File: config.mk
export PLATFORM = sky130hd
export DESIGN_NAME = grain_stream_ctrl
export DESIGN_NICKNAME = d
export VERILOG_FILES = /design/src/rtl/grain_stream_ctrl.sv
export SDC_FILE = /design/constraint.sdc
export NUM_CORES = 1
export LEC_CHECK = 0
export ABC_AREA = 1
export BUFFER_PORTS_ARGS = -buffer_cell sky130_fd_sc_hd__clkbuf_2
export CAP_MARGIN = 20
export CORE_ASPECT_RATIO = 1.2
export CORE_UTILIZATION = 40
export CTS_CLUSTER_DIAMETER = 60
export DETAILED_ROUTE_END_ITERATION = 6
export GPL_ROUTABILITY_DRIVEN = 0
export SYNTH_ARGS = -nofsm -noshare
export SYNTH_HDL_FRONTEND = slang
export SYNTH_SLANG_ARGS = --single-unit
File: constraint.sdc
create_clock -name clk -period 5.7 [get_ports clk]
set_clock_uncertainty 0.1 [all_clocks]
set_input_delay 0.57 -clock clk [delete_from_list [all_inputs] [get_ports clk]]
set_output_delay 0.57 -clock clk [all_outputs]
set_load 0.02 [all_outputs]
File: src/rtl/grain_stream_ctrl.sv
// Grain-128a session controller: key/IV latch, core reset/warm-up sequencing,
// keystream bit packing and output FIFO. Optional word limit: GRAIN_CTRL_LIMIT_EN.
module grain_stream_ctrl #(
    parameter int WORD_W     = 32,
    parameter int FIFO_DEPTH = 4,
    parameter int MAX_WORDS  = 65536
) (
    input  logic              clk,
    input  logic              reset,
    input  logic              start_valid,
    output logic              start_ready,
    input  logic [127:0]      start_key,
    input  logic [95:0]       start_iv,
    input  logic              stop,
    output logic              ks_valid,
    input  logic              ks_ready,
    output logic [WORD_W-1:0] ks_data,
    output logic              busy,
    output logic              overrun,
    output logic [31:0]       words_out,
    output logic              core_n_reset,
    output logic              core_enable,
    output logic [127:0]      core_key,
    output logic [95:0]       core_iv,
    input  logic              core_key_stream,
    input  logic              core_ready
);

    localparam int BC_W  = (WORD_W > 1) ? $clog2(WORD_W) : 1;
    localparam int PTR_W = (FIFO_DEPTH > 1) ? $clog2(FIFO_DEPTH) : 1;
    localparam int CNT_W = PTR_W + 1;

    localparam logic [BC_W-1:0]  LAST_BIT = BC_W'(WORD_W - 1);
    localparam logic [CNT_W-1:0] FULL_CNT = CNT_W'(FIFO_DEPTH);
    localparam logic [31:0]      LIMIT_W  = 32'(MAX_WORDS);
`ifdef GRAIN_CTRL_LIMIT_EN
    localparam logic LIMIT_ON = 1'b1;
`else
    localparam logic LIMIT_ON = 1'b0;
`endif

    localparam logic [1:0] ST_IDLE   = 2'd0;
    localparam logic [1:0] ST_WARM   = 2'd1;
    localparam logic [1:0] ST_STREAM = 2'd2;

    logic [1:0]        state_r;
    logic [127:0]      key_r;
    logic [95:0]       iv_r;
    logic              overrun_r;
    logic [31:0]       words_r;
    logic              n_reset_r;
    logic [BC_W-1:0]   bit_cnt_r;
    logic [WORD_W-1:0] pack_r;
    logic [WORD_W-1:0] mem_r [FIFO_DEPTH];
    logic [PTR_W-1:0]  wr_ptr_r;
    logic [PTR_W-1:0]  rd_ptr_r;
    logic [CNT_W-1:0]  count_r;

    logic              start_fire_s;
    logic              pop_s;
    logic              full_s;
    logic              in_stream_s;
    logic              word_done_s;
    logic [WORD_W-1:0] word_s;
    logic              push_s;
    logic              drop_s;
    logic [31:0]       words_inc_s;
    logic              limit_hit_s;
    logic              end_s;
    logic [1:0]        next_state_s;

    // Session control decode and next-state selection
    always_comb begin
        start_fire_s = start_valid && (state_r == ST_IDLE) && (count_r == {CNT_W{1'b0}});
        pop_s        = (count_r != {CNT_W{1'b0}}) && ks_ready;
        full_s       = (count_r == FULL_CNT);
        in_stream_s  = (state_r == ST_STREAM);
        word_done_s  = in_stream_s && (bit_cnt_r == LAST_BIT);
        word_s            = pack_r;
        word_s[bit_cnt_r] = core_key_stream;
        // A full FIFO can still take the word when the consumer pops in the same cycle.
        push_s       = word_done_s && (!full_s || pop_s);
        drop_s       = word_done_s && full_s && !pop_s;
        words_inc_s  = words_r + 32'd1;
        limit_hit_s  = LIMIT_ON && push_s && (words_inc_s == LIMIT_W);
        end_s        = in_stream_s && (stop || drop_s || limit_hit_s);
        case (state_r)
            ST_IDLE: begin
                if (start_fire_s) begin
                    next_state_s = ST_WARM;
                end else begin
                    next_state_s = ST_IDLE;
                end
            end
            ST_WARM: begin
                if (stop) begin
                    next_state_s = ST_IDLE;
                end else if (core_ready) begin
                    next_state_s = ST_STREAM;
                end else begin
                    next_state_s = ST_WARM;
                end
            end
            ST_STREAM: begin
                if (end_s) begin
                    next_state_s = ST_IDLE;
                end else begin
                    next_state_s = ST_STREAM;
                end
            end
            default: next_state_s = ST_IDLE;
        endcase
    end

    // Session state, latched key/IV, status counters and bit packer
    always_ff @(posedge clk) begin
        if (reset) begin
            state_r   <= ST_IDLE;
            key_r     <= 128'd0;
            iv_r      <= 96'd0;
            overrun_r <= 1'b0;
            words_r   <= 32'd0;
            n_reset_r <= 1'b0;
            bit_cnt_r <= {BC_W{1'b0}};
            pack_r    <= {WORD_W{1'b0}};
        end else begin
            state_r   <= next_state_s;
            n_reset_r <= (next_state_s != ST_IDLE);
            if (start_fire_s) begin
                key_r     <= start_key;
                iv_r      <= start_iv;
                overrun_r <= 1'b0;
                words_r   <= 32'd0;
            end else begin
                if (drop_s) begin
                    overrun_r <= 1'b1;
                end
                if (push_s) begin
                    words_r <= words_inc_s;
                end
            end
            // Any session end discards the partial word.
            if (in_stream_s && !end_s) begin
                if (word_done_s) begin
                    bit_cnt_r <= {BC_W{1'b0}};
                    pack_r    <= {WORD_W{1'b0}};
                end else begin
                    bit_cnt_r <= bit_cnt_r + BC_W'(1);
                    pack_r    <= word_s;
                end
            end else begin
                bit_cnt_r <= {BC_W{1'b0}};
                pack_r    <= {WORD_W{1'b0}};
            end
        end
    end

    // Output word FIFO
    always_ff @(posedge clk) begin
        if (reset) begin
            wr_ptr_r <= {PTR_W{1'b0}};
            rd_ptr_r <= {PTR_W{1'b0}};
            count_r  <= {CNT_W{1'b0}};
            for (int i = 0; i < FIFO_DEPTH; i++) begin
                mem_r[i] <= {WORD_W{1'b0}};
            end
        end else begin
            if (push_s) begin
                mem_r[wr_ptr_r] <= word_s;
                wr_ptr_r        <= wr_ptr_r + PTR_W'(1);
            end
            if (pop_s) begin
                rd_ptr_r <= rd_ptr_r + PTR_W'(1);
            end
            case ({push_s, pop_s})
                2'b10:   count_r <= count_r + CNT_W'(1);
                2'b01:   count_r <= count_r - CNT_W'(1);
                default: count_r <= count_r;
            endcase
        end
    end

    assign start_ready  = (state_r == ST_IDLE) && (count_r == {CNT_W{1'b0}});
    assign ks_valid     = (count_r != {CNT_W{1'b0}});
    assign ks_data      = mem_r[rd_ptr_r];
    assign busy         = (state_r != ST_IDLE);
    assign overrun      = overrun_r;
    assign words_out    = words_r;
    assign core_n_reset = n_reset_r;
    assign core_enable  = (state_r == ST_WARM) || (state_r == ST_STREAM);
    assign core_key     = key_r;
    assign core_iv      = iv_r;

endmodule
==> summary.md <==
| Metric | Value |
|---|---|
| Post-synthesis net count | 2,374 |
| Final Max Tran Viols | 0 |
| Setup_tns | 0 ns |
| Largest cells by area after synthesis | dfxtp_1 (35%), edfxtp_1 (22%), nand2_1 (9.4%) |
| Worst-Margin Slew | 1.05 ns |
| Yosys warning count | 0 |
| Routed WL | 62,100 µm |
| Critical path class | flip-flop to output pin |
| Fraction of synthesized area in multiplexers | 0% |
| DRC errors left | 0 |
| Startpoint types | flip-flop |
| Seq cells post-synth | 434 |
| Hold Buf Count CTS | 0 |
| Max FO, Critical Path | 88 |
| # fillers | 4,200 |
| Top_reg_cell synth | dfxtp_1 |
| Clk_lat worst skew | 0.60 ns |
| CP top delay family | buffers and inverters |
| CP cell instances | nor2_4 -> nand2_2 -> nor2_8 -> buf_4 -> clkbuf_2 |
| Post-synth top area share | 34.8% |
| Avg Inst Size Synth | around 8.3 µm² |
| Drt first pass iters | 5 |
| Global-route usage over all layers | 26.9% |
| CP endpoint kind | output pin |
| Multi-input gate area | approximately 6500 µm² |
| Final Non-Filler Cells | 3,201 |
| # clock sinks | 434 |
| Top-count cell post-synth | nand2_1 |
| Crit path depth | 5 |
| Postcts setup bufs | 0 |
| Vias in the first global route | 15,800 |
| Die X | 194 µm |
| Worst hold stages | 3 |
| Num CTS Buffers | 46 |
| CTS root buf | clkbuf_16 |
| Initial DRC count | 1,112 |
| CTS tree | yes |
| Die H | 232 µm |
| Worst stage delay on the critical path | 0.79 ns |
| CORE AREA | roughly 43,000 µm² |
| Initial core utilization | 40.9% |
| Setup slack, reg-to-reg | 2.24 ns |
| EDFF count, synth | roughly 130 |
| RSZ-0062 raised after global routing | false |
| DP Area | 20,500 µm² |
| Max Cap Viol | 0 |
| Cell area after synthesis | 17,600 µm² |
| Tcrit/Tclk final | 66.8% |
| Register area | 9970 µm² |
| Power per Cell Area | 448 nW/µm² |
| Pleak | 9.24 nW |
| DP Cell Count | around 3,000 |
| H-tree levels | 2 |
| Reg2Reg Depth | 9 |
| Sequential fraction of the synthesis area | 56.6% |
| Pin count of the biggest net entering global routing | between 100 and 150 |
| Post-synth top cells | nand2_1 (442), dfxtp_1 (306), nor2_1 (284), a21oi_1 (255), nand3_1 (248) |
| Initial antenna violation count | 38 |
| FP Rows | 83 |
| CP Data Required Time | a little over 5 ns |
| Buf/Inv on CP | 2 |
| IO Port Bufs | between 500 and 600 |
| Synth Area in XOR/XNOR | 0.447% |
| Final hold violations | 0 |
| First-pass GRT wire length | 92,300 µm |
| Max Root-Sink Buffers | 3 |
| Async SR Flop Fraction | 0% |
| Slew headroom | 29.7% |
| Avg Vias per Cell | 5.11 |
| Proportion of layout cells with a drive suffix above 1 | 24.0% |
| Gr ovfl total | 0 |
| Clk pin slew, worst setup/hold paths | 0.06 ns |
| Top Ports | ~530 |
| Worst Hold Class | input port to flip-flop |
| Synth Area in Adders | 0.824% |
| Min Tclk post-route | 3.81 ns |
| Die area | 44,900 µm² |
| Peak supply drop | 278 µV |
| Crit path DAT | between 3 and 4 ns |
| DRT antenna net count | 0 |
| Avg WL per Cell | 19.4 µm |
| Routed via count | approximately 16,000 |
| Crit-path slowest cell | buf_4 |
| Largest area contributor in the netlist | dfxtp_1 |
| Fin nets | 2,822 |
| Synth Area in Simple Gates | between 20% and 30% |
| Largest family of logic cells by synthesized area | simple AND/OR/NAND/NOR gates |
| Syn-to-layout area delta | 24.9% |
| DP Wirelength | around 43,000 µm |
| F_max | 262 MHz |
| Compound-Gate Fraction of Synth Area | a little under an eighth |
| Resized Gates After CTS | 0 |
| Total power | about 9.9 mW |
| Unique masters post-synth | 31 |
| # setup viols final | 0 |
| Outcome | finished, final reports clean |
| Post-route cell area | 22,000 µm² |
| Syn Inst Count | 2,132 |
final cells by class:
class	count	share of cell area (%)
Multi-Input combinational cell	1413	29.5
Antenna cell	32	0.364
Timing Repair Buffer	544	12.7
Sequential cell	434	45.3
Clock buffer	64	5.76
Tap cell	552	3.14
Inverter	141	2.40
Clock inverter	21	0.904
power by group:
part	total [mW]	internal [mW]	switching [mW]
sequential	3.84	3.59	0.250
combinational	3.07	0.848	2.23
clock	2.95	1.69	1.25
registers in the layout (all words and copies together) (netlist names), named ones only:
name and cells:
core_iv 96, core_n_reset 1, wr_ptr_r 2, count_r 3, words_out 32, overrun 1
mem_r 128, pack_r 32, state_r 2, bit_cnt_r 5, rd_ptr_r 2, core_key 128
metal layers:
metal | wire length [µm] | global-route usage [%]
met5 | 112 | 0
met1 | 23700 | 31.1
met3 | 6850 | 11.3
met2 | 29200 | 42.8
met4 | 2210 | 13.3
path summary, 6_finish.rpt:
path	endpoint	from
worst max-delay path	start_ready	count_r[0]
worst min-delay path	core_key[111]	start_key[111]
worst max register to register	mem_r[3][4]	bit_cnt_r[0]
worst min register to register	overrun	overrun
cell usage in the layout (no fill, tap or decap), types with 4 or more instances in the layout:
cell type,instances
dfxtp_1,305
clkbuf_8,5
inv_1,138
buf_4,19
diode_2,32
clkbuf_16,46
xor2_1,7
nand4_1,5
nor2_2,4
edfxtp_1,128
clkinv_2,6
nand3_1,248
ha_1,10
nor2_1,284
clkinv_1,8
o21ai_0,75
o22ai_1,32
clkbuf_2,522
clkbuf_1,13
nand2_1,442
o21a_1,30
a21oi_1,255
worst min-delay path: cells and delay by family:
family | cells | cell delay, ns
buffers and inverters | 1 | 0.08
AND/OR/NAND/NOR | 1 | 0.07
AO/OA/AOI/OAI | 1 | 0.06
per-stage QoR:
step	setup WS (ns)	utilization, %	hold WS (ns)
2_1_floorplan	1.62	-	0.336
3_3_place_gp	2.24	47.5	0.340
3_5_place_dp	2.15	47.5	0.341
4_1_cts	1.88	50.9	0.103
5_1_grt	1.65	51.0	0.126
6_report	1.89	51.1	0.126
cells by family after synthesis:
logic type                 count (synthesis)
adders and majority gates                 11
DFF                                      434
xor gates and xnor gates                   9
and+or+nand+nor                          998
AOI/OAI and AO/OA                        395
buffers and inverters                    285
Note: power is estimated with default switching activity, not from simulation.
